File: config.mk
export PLATFORM = sky130hd
export DESIGN_NAME = ts_packet_selector
export DESIGN_NICKNAME = d
export VERILOG_FILES = /design/src/rtl/ts_pkg.sv /design/src/rtl/ts_pkt_tracker.sv /design/src/rtl/ts_packet_selector.sv
export SDC_FILE = /design/constraint.sdc
export NUM_CORES = 1
export LEC_CHECK = 0
export CORE_MARGIN = 5
export CORE_UTILIZATION = 29
export DETAILED_ROUTE_END_ITERATION = 16
export DONT_BUFFER_PORTS = 1
export MAX_ROUTING_LAYER = met4
export PLACE_DENSITY = 0.41
export SETUP_SLACK_MARGIN = 0.05
export SYNTH_ARGS = -nofsm -noshare
export SYNTH_HDL_FRONTEND = slang
export SYNTH_SLANG_ARGS = --single-unit
export TNS_END_PERCENT = 20
File: constraint.sdc
create_clock -name clk -period 4 [get_ports clk]
set_input_delay 0.8 -clock clk [delete_from_list [all_inputs] [get_ports clk]]
set_output_delay 0.8 -clock clk [all_outputs]
set_load 0.03 [all_outputs]
File: src/rtl/ts_pkg.sv
// Purpose: shared MPEG2-TS constants and selector FSM state type.
// Latency: n/a (package only).
// Backpressure: n/a.
package ts_pkg;

    localparam int         TS_PKT_LEN   = 188;
    localparam logic [7:0] TS_SYNC_BYTE = 8'h47;

    typedef enum logic {
        SEEK = 1'b0,
        PASS = 1'b1
    } ts_sel_state_t;

endpackage

File: src/rtl/ts_pkt_tracker.sv
// Purpose: TS packet byte-position tracker; flags last byte, expected start and early sync.
// Latency: flags are combinational from the current count; the count updates on the clock.
// Backpressure: none; the count advances only on enabled valid bytes.
//
// Ports: clk/rstn; en gates counting; vld/sync describe the current byte;
//        last_byte, expect_start, early_sync describe that byte's position.
module ts_pkt_tracker
    import ts_pkg::*;
#(
    parameter int PKT_LEN = TS_PKT_LEN
) (
    input  logic clk,
    input  logic rstn,
    input  logic en,
    input  logic vld,
    input  logic sync,
    output logic last_byte,
    output logic expect_start,
    output logic early_sync
);

    localparam int              BC_W = $clog2(PKT_LEN);
    localparam logic [BC_W-1:0] LAST = BC_W'(PKT_LEN - 1);

    logic [BC_W-1:0] byte_cnt;

    // A sync always restarts the packet at position 1. A non-sync byte at
    // position 0 is a missing sync: the count stays at 0 and the owner drops it.
    always_ff @(posedge clk or negedge rstn) begin
        if (!rstn) begin
            byte_cnt <= '0;
        end else if (en && vld) begin
            if (sync)
                byte_cnt <= BC_W'(1);
            else if (byte_cnt == LAST)
                byte_cnt <= '0;
            else if (byte_cnt != '0)
                byte_cnt <= byte_cnt + 1'b1;
        end
    end

    // A sync landing on the last position counts as early, not as last.
    assign expect_start = (byte_cnt == '0);
    assign early_sync   = vld && sync && (byte_cnt != '0);
    assign last_byte    = vld && !sync && (byte_cnt == LAST);

endmodule

File: src/rtl/ts_packet_selector.sv
// Purpose: N-channel TS selector that switches channel only on packet boundaries.
// Latency: 1 cycle, input byte accepted at edge n is on the outputs after edge n.
// Backpressure: none; bytes of the locked channel are forwarded as they arrive.
//
// Ports: sel picks the requested channel; data_in/valid_in/sync_in carry NUM_CH
//        byte streams (channel k in data_in[8k+7:8k]); data_out/valid_out/sync_out
//        is the registered selected stream; active_ch/locked show lock status;
//        err_sync pulses on framing errors. Optional macro TS_SEL_STATS_EN adds
//        pkt_cnt (completed packets) and drop_cnt (framing errors).
module ts_packet_selector
    import ts_pkg::*;
#(
    parameter int NUM_CH  = 4,
    parameter int SEL_W   = $clog2(NUM_CH),
    parameter int PKT_LEN = TS_PKT_LEN,
    parameter int CNT_W   = 16
) (
    input  logic                clk,
    input  logic                rstn,
    input  logic [SEL_W-1:0]    sel,
    input  logic [NUM_CH*8-1:0] data_in,
    input  logic [NUM_CH-1:0]   valid_in,
    input  logic [NUM_CH-1:0]   sync_in,
    output logic [7:0]          data_out,
    output logic                valid_out,
    output logic                sync_out,
    output logic [SEL_W-1:0]    active_ch,
    output logic                locked,
    output logic                err_sync
`ifdef TS_SEL_STATS_EN
    ,
    output logic [CNT_W-1:0]    pkt_cnt,
    output logic [CNT_W-1:0]    drop_cnt
`endif
);

    // Inputs are zero-padded to the full select range so a select value with
    // no channel behind it reads as a permanently idle channel.
    localparam int NPAD = 1 << SEL_W;

    ts_sel_state_t   state, next_state;
    logic [NPAD-1:0]   vld_pad, syn_pad;
    logic [NPAD*8-1:0] dat_pad;
    logic [SEL_W-1:0]  ch_idx;
    logic              ch_vld, ch_syn, lock_hit;
    logic [7:0]        ch_dat;
    logic              trk_en, last_byte, expect_start, early_sync;
    logic              fwd, fwd_sync, err;

    assign vld_pad = NPAD'(valid_in);
    assign syn_pad = NPAD'(sync_in);
    assign dat_pad = (NPAD*8)'(data_in);

    // While seeking, the live request is the target; once locked, only the
    // locked channel is looked at.
    assign ch_idx   = (state == SEEK) ? sel : active_ch;
    assign ch_vld   = vld_pad[ch_idx];
    assign ch_syn   = syn_pad[ch_idx];
    assign ch_dat   = dat_pad[{ch_idx, 3'b000} +: 8];
    assign lock_hit = ch_vld && ch_syn;
    assign locked   = (state == PASS);

    ts_pkt_tracker #(
        .PKT_LEN (PKT_LEN)
    ) u_tracker (
        .clk          (clk),
        .rstn         (rstn),
        .en           (trk_en),
        .vld          (ch_vld),
        .sync         (ch_syn),
        .last_byte    (last_byte),
        .expect_start (expect_start),
        .early_sync   (early_sync)
    );

    always_ff @(posedge clk or negedge rstn) begin
        if (!rstn)
            state <= SEEK;
        else
            state <= next_state;
    end

    always_comb begin
        next_state = state;
        case (state)
            SEEK: if (lock_hit) next_state = PASS;
            PASS: begin
                if (ch_vld && expect_start && !ch_syn)
                    next_state = SEEK;
                else if (last_byte && (sel != active_ch))
                    next_state = SEEK;
            end
            default: next_state = SEEK;
        endcase
    end

    always_comb begin
        trk_en   = 1'b0;
        fwd      = 1'b0;
        fwd_sync = 1'b0;
        err      = 1'b0;
        case (state)
            SEEK: begin
                trk_en   = lock_hit;
                fwd      = lock_hit;
                fwd_sync = 1'b1;
            end
            PASS: begin
                trk_en = 1'b1;
                if (ch_vld) begin
                    if (expect_start && !ch_syn) begin
                        err = 1'b1;
                    end else begin
                        fwd      = 1'b1;
                        fwd_sync = ch_syn;
                        err      = early_sync;
                    end
                end
            end
            default: ;
        endcase
    end

    always_ff @(posedge clk or negedge rstn) begin
        if (!rstn) begin
            data_out  <= '0;
            valid_out <= 1'b0;
            sync_out  <= 1'b0;
            err_sync  <= 1'b0;
            active_ch <= '0;
        end else begin
            valid_out <= fwd;
            sync_out  <= fwd && fwd_sync;
            err_sync  <= err;
            if (fwd)
                data_out <= ch_dat;
            if ((state == SEEK) && lock_hit)
                active_ch <= sel;
        end
    end

`ifdef TS_SEL_STATS_EN
    always_ff @(posedge clk or negedge rstn) begin
        if (!rstn) begin
            pkt_cnt  <= '0;
            drop_cnt <= '0;
        end else begin
            if ((state == PASS) && last_byte)
                pkt_cnt <= pkt_cnt + 1'b1;
            if (err)
                drop_cnt <= drop_cnt + 1'b1;
        end
    end
`else
    // Statistics build option off: no counters.
`endif

endmodule

# ---- Yosys cells after proc, flatten, opt, wreduce, memory -nomap -nowiden
# Cells that the tools add are included.
dict set report totals {
  output_inout_bits 14
  input_bits 44
  register_bits 22
}
dict set report op_classes {
  muxes 22
  n_addsub 1
  shift 1
  n_reduce_logical 16
  eq_ne 2
  order_cmp 1
  bitwise 1
}
# cell count
set ops {}
lappend ops {{indexed part select 32 x 6 -> 8 bit} 1}
lappend ops {{2-to-1 mux 8 bit} 3}
lappend ops {{2-to-1 mux 1 bit} 12}
lappend ops {{logical AND 1 bit} 11}
lappend ops {{adder 8 x 1 -> 8 bit, second input constant} 1}
lappend ops {{== test 8 bit, second input constant} 1}
lappend ops {{zero test 8 bit} 1}
lappend ops {{one-hot mux 1 bit (2 select lines)} 4}
lappend ops {{nonzero test 8 bit} 1}
lappend ops {{binary-select mux 1 bit (select 2 bit)} 2}
lappend ops {{less-than comparator 2 x 3 -> 1 bit, second input constant} 1}
lappend ops {{nonzero test 3 bit} 1}
lappend ops {{2-to-1 mux 2 bit} 1}
lappend ops {{!= test 2 bit} 1}
lappend ops {{AND reduction 2 bit} 1}
lappend ops {{zero test 1 bit} 1}
lappend ops {{NOT 1 bit} 1}

# ---- Longest topological paths before layout
# Gate-level depths: netlist of run 1.
dict set report logic_depth {
  word_depth 10
  ltp_mapped 7
  mapped_depth_nobuf 6
}

# ---- Hierarchy
# Synthesis of run 1 repeated with hierarchy kept, for this count alone.
dict set report unflattened {
  hier_cells 117
  hier_area_um2 1547.7
}
# module seq_area_each_um2 area_each_um2 instances cells_each
set by_module_without_submodules {}
lappend by_module_without_submodules {ts_packet_selector 350.3 1028.5 1 63}
lappend by_module_without_submodules {ts_pkt_tracker 200.2 519.2 1 54}

# ---- Worst setup path before layout of run 1
# OpenSTA, ideal clock, no wires.
dict set report synth_timing {
  path_kind {input to register}
  startpoint {in sel[0]}
  endpoint {reg data_out[0]}
  path_slack_ps 1438
  cell_stages 5
  arrival_ps 2437
  setup_time_ps 125
  path_buffers 1
  cell_sequence {mux2i_4 mux4_2 buf_6 o21ai_4 mux2_2}
}
dict set report synth_between {
  elab_chain_len 8
}
# element line_no
set synth_rtl {}
lappend synth_rtl {{start: declaration} ts_packet_selector.sv:20} ;# input logic [SEL_W-1:0] sel,
lappend synth_rtl {{2-to-1 mux 2 bit *} ts_packet_selector.sv:56} ;# assign ch_idx = (state == SEEK) ? sel : active_ch;
lappend synth_rtl {{binary-select mux 1 bit (select 2 bit)} ts_packet_selector.sv:58} ;# assign ch_syn = syn_pad[ch_idx];
lappend synth_rtl {{2-to-1 mux 1 bit (implied by the code)} ts_packet_selector.sv:58}
lappend synth_rtl {{zero test 1 bit} ts_packet_selector.sv:111} ;# if (expect_start && !ch_syn) begin
lappend synth_rtl {{logical AND 1 bit} ts_packet_selector.sv:111}
lappend synth_rtl {{2-to-1 mux 1 bit} ts_packet_selector.sv:111}
lappend synth_rtl {{2-to-1 mux 1 bit} ts_packet_selector.sv:110} ;# if (ch_vld) begin
lappend synth_rtl {{one-hot mux 1 bit (2 select lines)} ts_packet_selector.sv:102} ;# case (state)
lappend synth_rtl {{end signal: assignment} ts_packet_selector.sv:136} ;# data_out <= ch_dat;
lappend synth_rtl {{end: declaration} ts_packet_selector.sv:24} ;# output logic [7:0] data_out,
# Mark *: on every way between the ends. The rest lies on a longest branch, timed or not. The select of a mux whose other input is x is not followed.
# A chain may end at the register's enable or synchronous reset.

# ---- Worst setup path in the final report of run 1
dict set report layout_timing {
  startpoint {reg state, in the netlist locked}
  endpoint {reg data_out[2]}
}
dict set report layout_between {
  elab_chain_len 8
}
# element line_no
set layout_rtl {}
lappend layout_rtl {{start: declaration} ts_packet_selector.sv:41} ;# ts_sel_state_t state, next_state;
lappend layout_rtl {{start signal: assignment} ts_packet_selector.sv:80} ;# state <= next_state;
lappend layout_rtl {{2-to-1 mux 2 bit} ts_packet_selector.sv:56}
lappend layout_rtl {{binary-select mux 1 bit (select 2 bit)} ts_packet_selector.sv:58}
lappend layout_rtl {{2-to-1 mux 1 bit (implied by the code)} ts_packet_selector.sv:58}
lappend layout_rtl {{zero test 1 bit} ts_packet_selector.sv:111}
lappend layout_rtl {{logical AND 1 bit} ts_packet_selector.sv:111}
lappend layout_rtl {{2-to-1 mux 1 bit} ts_packet_selector.sv:111}
lappend layout_rtl {{2-to-1 mux 1 bit} ts_packet_selector.sv:110}
lappend layout_rtl {{one-hot mux 1 bit (2 select lines)} ts_packet_selector.sv:102}
# Parallel ways exist; a longest one is shown, timed or not. The select of a mux whose other input is x is not followed.

==> metrics.md, run 1 <==
| Metric | Value |
|---|---|
| Number of nets with antenna violations after routing | 0 |
| Clock slew at the register clock pins of the worst setup and hold paths | 0.08 ns |
| End-of-flow core utilization | 32.1% |
| Final nets | 165 |
| Average size of a mapped cell | 12.0 um^2 |
| Share of the yosys chip area belonging to registers | 39.1% |
| Filler instances | 499 |
| Nets in the synthesized netlist | 163 |
| Std-Cell Rows | 25 |
| Max-cap viol count | 0 |
| Floorplan core area | 0.00472 mm^2 |
| Number of buffers added by the clock tree synthesis step | 3 |
| Commonest non-fill, non-tap cell in the layout | sky130_fd_sc_hd__dfrtp_1 |
| Clock tree from TritonCTS | done |
| PostCTS Resize Cnt | 0 |
| Required time at the worst-slack endpoint | 4.15 ns |
| Number of global-route vias before repair | 1059 |
| Final Max Tran Viols | 0 |
| Final worst hold slack | 0.218 ns |
| Placed Instances | 181 |
| Type of the setup path with the least slack | reg2reg |
| Maximum buffer depth of the clock tree | 2 |
| Cell count of the worst reg-to-reg path | 4 |
| Reg-to-reg setup timing slack | 1.17 ns |
| WL final | 3.06 mm |
| Worst-skew pair later-pin latency | 0.26 ns |
| Number of DRC markers in iteration 0 | 89 |
| Launching point of the worst reg2reg path | locked$_DFF_PN0_ |
| Startpoint Class | flip-flop |
| Die Span X | 79.6 um |
| H-tree Lvls | 1 |
| Starting utilization of the core area | 29.8% |
| Run status | finished clean |
| Maximum operating frequency | 354 MHz |
| Vias post-DR | 958 |
| First-pass detailed-route iteration total | 4 |
| Number of input and output port buffers inserted | 0 |
| Worst min-delay path class | in2async |
| Setup repair after global routing missed its margin | no |
| Number of distinct library cells after synthesis | 33 |
| Num Clock Sinks | 22 |
| Clock Skews | 0.00398 ns |
| Per-cell via count in the routed design | 5.18 |
| Leakage power total | 0.650 nW |
| Post-layout min period | 2.83 ns |
| Residual DRC | 0 |
| Data arrival time at the worst-slack endpoint | 2.98 ns |
| Layout cell share with drive strength beyond 1 | 20.3% |
| Final clock period utilization by the worst path | 70.7% |
| Endpoint class of the critical path | flip-flop |
| Wire length of the first global-routing pass | 5.13 mm |
| Top fanout value on the critical path | 10 |
| Flip-flop and latch count after synthesis | 22 |
| Full die area | 0.00634 mm^2 |
| Count of final hold-check violations | 0 |
| Total I/O pin count | 58 |
| Commonest non-fill, non-tap cells in the layout | 22 x sky130_fd_sc_hd__dfrtp_1, 11 x sky130_fd_sc_hd__nand2_1, 10 x sky130_fd_sc_hd__mux2_2, 10 x sky130_fd_sc_hd__o21ai_0, 9 x sky130_fd_sc_hd__inv_1 |
| # hold bufs at CTS | 0 |
| Syn-to-layout area delta | 7.92% |
| Post-Synthesis Cells | 117 |
| Peak supply drop | 414 uV |
| Worst-case headroom to the max-slew limit | 20.4% |
| Post-CTS Setup Inserts | 0 |
| Maximum number of pins on one net before global-route repair | 23 |
| Power per unit of standard cell area | 831 mW/mm^2 |
| Final setup violating endpoints | 0 |
| Post-detailed-placement half-perimeter wirelength | 2.36 mm |
| Final Instance Count excl. Fillers | 185 |
| Setup WS pre-CTS | 1.15 ns |
| Routed length per instance | 16.5 um |
| Slew @ Worst Pin | 1.18 ns |
| Number of warnings printed during yosys synthesis | 0 |
| Total track usage | 10.6% |
| Count of antenna diodes in the layout | 0 |
| Final critical-path setup slack | 1.17 ns |
| Die span in y | 79.6 um |
| Antenna violations before repair | 0 |
| Area of the mapped netlist | 0.00141 mm^2 |
| Routability congestion estimate from global placement | 0.789 |
| Root buffer cell | sky130_fd_sc_hd__clkbuf_8 |
| Total Negative Setup Slacks | 0 ns |
| Remaining global-route overflow | 0 |
| Worst r2r dst | data_out[2]$_DFFE_PN0P_ |
-- sequential cells by signal, summed over array words and instances (netlist names) --
register            cells
data_out                8
sync_out                1
active_ch               2
valid_out               1
u_tracker.byte_cnt      8
err_sync                1
locked                  1
-- metrics by stage --
stage	power (mW)	cell area, um^2
3_5_place_dp	1.12	1460
3_3_place_gp	1.11	1460
6_report	1.26	1520
5_1_grt	1.34	1520
2_1_floorplan	1.02	1410
4_1_cts	1.29	1520
-- routing by layer --
metal  GRT usage, %  up-vias  wire length, um
li1               -      440                -
met1           12.5      467             1340
met2           16.9       47             1420
met3           3.16        4              251
met4           4.12        0               49
met5              -        -                0
-- cell families (layout without fill, tap and decap cells) --
kind of cell | Yosys count | count (layout) | share of synthesized area, %
buf+inv | 13 | 14 | 4.63
xor+xnor | 3 | 3 | 1.87
simple gates | 32 | 32 | 11.9
fa+ha+maj | 2 | 2 | 1.78
mux | 22 | 22 | 28.7
flops | 22 | 22 | 39.1
compound gates | 23 | 23 | 11.9
-- critical path: stages, from the launching register on --
cell,delay (ns)
sky130_fd_sc_hd__dfrtp_1,0.71
sky130_fd_sc_hd__mux2i_4,0.56
sky130_fd_sc_hd__mux4_2,0.71
sky130_fd_sc_hd__o21ai_4,0.36
sky130_fd_sc_hd__mux2_2,0.38
-- cell usage after synthesis, drive strengths merged --
| master | count | area share, % |
|---|---|---|
| nand3 | 3 | 1.1 |
| and2 | 1 | 0.45 |
| dfrtp | 22 | 39 |
| inv | 10 | 2.7 |
| nor2 | 4 | 1.1 |
| buf | 3 | 2.0 |
| a21boi | 2 | 1.1 |
| and4bb | 1 | 1.2 |
| o22ai | 1 | 0.45 |
| nor2b | 2 | 0.89 |
| mux2i | 2 | 2.6 |
| mux2 | 10 | 8.0 |
| nor4 | 3 | 1.3 |
| nand4 | 1 | 0.45 |
| a22o | 2 | 1.3 |
| xnor2 | 3 | 1.9 |
| nand2 | 11 | 2.9 |
| o31ai | 1 | 0.89 |
| a31oi | 2 | 1.3 |
| and3 | 5 | 2.2 |
| o21a | 2 | 1.1 |
| o21ai | 11 | 4.7 |
| nor3 | 1 | 0.36 |
| ha | 2 | 1.8 |
| mux4 | 10 | 18 |
| a21o | 2 | 1.1 |
-- final cells by class --
cell class	instances	area (um^2)	area share, %
inverter	10	37.5	2.47
multi-input combinational	82	791	52.1
clock buffer	4	55.1	3.63
sequential	22	551	36.3
tap	67	83.8	5.52
-- power breakdown --
group          leakage (nW)  switching [mW]  internal [mW]
Clock                0.0288          0.0752         0.0878
Sequential            0.274           0.224          0.311
Combinational         0.347           0.272          0.292
Total                 0.650           0.570          0.691
-- how the worst max path moves through the flow --
stage	slack (ns)	startpoint	cells past startpoint	end
finish	1.17	locked$_DFF_PN0_	4	data_out[2]$_DFFE_PN0P_
CTS	1.11	locked$_DFF_PN0_	4	data_out[2]$_DFFE_PN0P_
global route	1.06	locked$_DFF_PN0_	4	data_out[7]$_DFFE_PN0P_
floorplan	1.44	sel[0]	5	data_out[0]$_DFFE_PN0P_
detailed placement	1.15	locked$_DFF_PN0_	4	data_out[5]$_DFFE_PN0P_
global placement	1.19	locked$_DFF_PN0_	4	data_out[7]$_DFFE_PN0P_
No activity file was read; power rests on OpenSTA's default activity.
==> inputs of run 2 (changes only) <==
Settings changed: PLACE_DENSITY 0.41 to 0.42.
Clock period 4 ns to 2.55 ns, I/O delays scaled along.
==> run 2 against run 1 <==
Net effect:
- fmax rose by 25%
- die area did not move
- register-to-register slack got worse by 0.88 ns
- non-clock buffer count rose by 6
- sequential power rose by 49%
- power rose by 63%
- via count rose by 2.3%
- critical path depth rose by 1
- clock skew rose by 0.00083 ns
- setup slack got worse by 0.88 ns
- design area rose by 3.2%
==> metrics.md, run 2 (synthesis results as in run 1) <==
| Metric | Value |
|---|---|
| Placed Instances | 186 (+2.8%) |
| Setup repair after global routing missed its margin | no |
| Final clock period utilization by the worst path | 88.6% (+18 points) |
| Total Negative Setup Slacks | 0 ns (unchanged) |
| Count of antenna diodes in the layout | 0 (unchanged) |
| Worst r2r dst | data_out[0]$_DFFE_PN0P_ |
| Post-detailed-placement half-perimeter wirelength | 2.61 mm (+11%) |
| End-of-flow core utilization | 33.2% (+1.0 points) |
| Floorplan core area | 0.00472 mm^2 (unchanged) |
| Max-cap viol count | 0 (unchanged) |
| Worst hold stages | 1 |
| Power per unit of standard cell area | 1310 mW/mm^2 (+58%) |
| Routability congestion estimate from global placement | 0.808 (+2.4%) |
| Number of DRC markers in iteration 0 | 71 (-20%) |
| Count of final hold-check violations | 0 (unchanged) |
| PnR Total Power | 2.05 mW (+63%) |
| Residual DRC | 0 (unchanged) |
| Top fanout value on the critical path | 10 (unchanged) |
| Cell count of the worst reg-to-reg path | 5 (+1) |
| Clock slew at the register clock pins of the worst setup and hold paths | 0.08 ns (about the same) |
| Required time at the worst-slack endpoint | 2.70 ns (-1.45 ns) |
| Final setup violating endpoints | 0 (unchanged) |
| Slew @ Worst Pin | 1.07 ns (-0.114 ns) |
| Root buffer cell | sky130_fd_sc_hd__clkbuf_8 |
| Number of buffers added by the clock tree synthesis step | 3 (unchanged) |
| Full die area | 0.00634 mm^2 (unchanged) |
| Peak supply drop | 567 uV (+37%) |
| Final nets | 171 (+3.6%) |
| Total I/O pin count | 58 (unchanged) |
| Hold_sp | sel[1] |
| Endpoint class of the critical path | flip-flop |
| Layout cell share with drive strength beyond 1 | 24.2% (+3.9 points) |
| Final Instance Count excl. Fillers | 191 (+3.2%) |
| Total track usage | 11.4% (+0.79 points) |
| Wire length of the first global-routing pass | 5.50 mm (+7.3%) |
| Cell area after layout | 0.00157 mm^2 (+3.2%) |
| Worst-case headroom to the max-slew limit | 28.5% (+8.1 points) |
| Leakage power total | 0.678 nW (+4.3%) |
| H-tree Lvls | 1 (unchanged) |
| Number of nets with antenna violations after routing | 0 (unchanged) |
| Area after detailed placement | 0.00150 mm^2 (+2.7%) |
| WL final | 3.34 mm (+9.1%) |
| Num Clock Sinks | 22 (unchanged) |
| Std-Cell Rows | 25 (unchanged) |
| Commonest non-fill, non-tap cells in the layout | 21 x sky130_fd_sc_hd__dfrtp_1, 11 x sky130_fd_sc_hd__nand2_1, 10 x sky130_fd_sc_hd__mux2_2, 10 x sky130_fd_sc_hd__o21ai_0, 9 x sky130_fd_sc_hd__inv_1 |
| Starting utilization of the core area | 29.8% (unchanged) |
| Type of the setup path with the least slack | reg2reg |
| Reg-to-reg setup timing slack | 0.29 ns (-0.88 ns) |
| Biggest regs | data_out x8, u_tracker.byte_cnt x8, active_ch x2 |
| Run status | finished clean |
| Startpoint Class | flip-flop |
| Maximum buffer depth of the clock tree | 2 (unchanged) |
| Commonest non-fill, non-tap cell in the layout | sky130_fd_sc_hd__dfrtp_1 |
| Syn-to-layout area delta | 11.4% |
| Clock Skews | 0.00481 ns (+0.000826 ns) |
| Number of global-route vias before repair | 1139 (+7.6%) |
| Maximum operating frequency | 443 MHz (+25%) |
| Vias post-DR | 980 (+2.3%) |
| Worst-skew pair later-pin latency | 0.26 ns (about the same) |
| PostCTS Resize Cnt | 0 (unchanged) |
| Final Max Tran Viols | 0 (unchanged) |
| Post-layout min period | 2.26 ns (-0.569 ns) |
| Worst min-delay path class | in2reg |
| Per-cell via count in the routed design | 5.13 (-0.92%) |
| Routed length per instance | 17.5 um (+5.7%) |
| Antenna violations before repair | 0 (unchanged) |
| Number of input and output port buffers inserted | 0 (unchanged) |
| Die span in y | 79.6 um (unchanged) |
| Die Span X | 79.6 um (unchanged) |
| Sink of the worst hold path | active_ch[1]$_DFFE_PN0P_ |
| Maximum number of pins on one net before global-route repair | 23 (unchanged) |
| First-pass detailed-route iteration total | 3 (-1) |
| Clock tree from TritonCTS | done |
| Data arrival time at the worst-slack endpoint | 2.41 ns (-0.57 ns) |
| Remaining global-route overflow | 0 (unchanged) |
| Launching point of the worst reg2reg path | locked$_DFF_PN0_ |
-- run 2: cell types whose count changed in the layout (fill, tap and decap cells not counted), sizes merged --
cell,delta
buf,+5
dlygate4sd3,+1
-- run 2: worst max-delay path, cell delays in order (launching register included) --
cell	delay [ns]
sky130_fd_sc_hd__dfrtp_2	0.40
sky130_fd_sc_hd__buf_4	0.21
sky130_fd_sc_hd__mux2i_2	0.33
sky130_fd_sc_hd__mux4_2	0.49
sky130_fd_sc_hd__o21ai_4	0.35
sky130_fd_sc_hd__mux2_2	0.37
-- run 2: worst max-delay path by stage --
| stage | startpoint | to | slack [ns] | cells after the start |
|---|---|---|---|---|
| 5_1_grt | locked$_DFF_PN0_ | data_out[4]$_DFFE_PN0P_ | 0.18 | 5 |
| 2_1_floorplan | locked$_DFF_PN0_ | data_out[0]$_DFFE_PN0P_ | 0.12 | 6 |
| 6_report | locked$_DFF_PN0_ | data_out[0]$_DFFE_PN0P_ | 0.29 | 5 |
| 3_5_place_dp | sel[0] | data_out[2]$_DFFE_PN0P_ | 0.28 | 4 |
| 3_3_place_gp | sel[0] | data_out[2]$_DFFE_PN0P_ | 0.35 | 4 |
| 4_1_cts | locked$_DFF_PN0_ | data_out[2]$_DFFE_PN0P_ | 0.27 | 5 |
-- run 2: report_power, final --
group / internal, mW / total (mW) / switching, mW
Clock: 0.138 / 0.257 / 0.120
Combinational: 0.500 / 1.00 / 0.501
Sequential: 0.490 / 0.793 / 0.303
Total: 1.13 / 2.05 / 0.923
-- run 2: final cells by class --
type | instances | area (um^2)
clock buffer | 4 | 55.1
fill | 497 | 3160
inverter | 10 | 37.5
multi-input combinational | 82 | 791
sequential | 22 | 552
tap | 67 | 83.8
timing repair buffer | 6 | 47.5
-- run 2: metrics by stage --
step | hold slack [ns] | setup slack (ns)
floorplan | 0.214 | 0.118
global placement | 0.216 | 0.352
detailed placement | 0.216 | 0.283
CTS | 0.393 | 0.270
global route | 0.390 | 0.176
finish | 0.402 | 0.291
-- run 2: repair_timing --
action | in CTS | in global routing
buffers inserted | 0 | 0
hold endpoints to repair | 22 | 0
hold buffers | 1 | 0
-- run 2: per-layer routing --
| metal | vias to the layer above | part of all wire [%] | wire length, um | global-route usage (%) |
|---|---|---|---|---|
| li1 | 454 | - | - | - |
| met1 | 478 | 44 | 1480 | 13.7 |
| met2 | 44 | 47 | 1580 | 18.1 |
| met3 | 4 | 7.3 | 244 | 3.27 |
| met4 | 0 | 1.1 | 38 | 4.30 |
| met5 | - | 0 | 0 | - |
==> inputs of run 3 (changes only) <==
Settings changed: CTS_CLUSTER_SIZE from default to 10.
==> results of run 3 <==
Same layout as run 2: the final DEF is identical, and so are final timing and power.
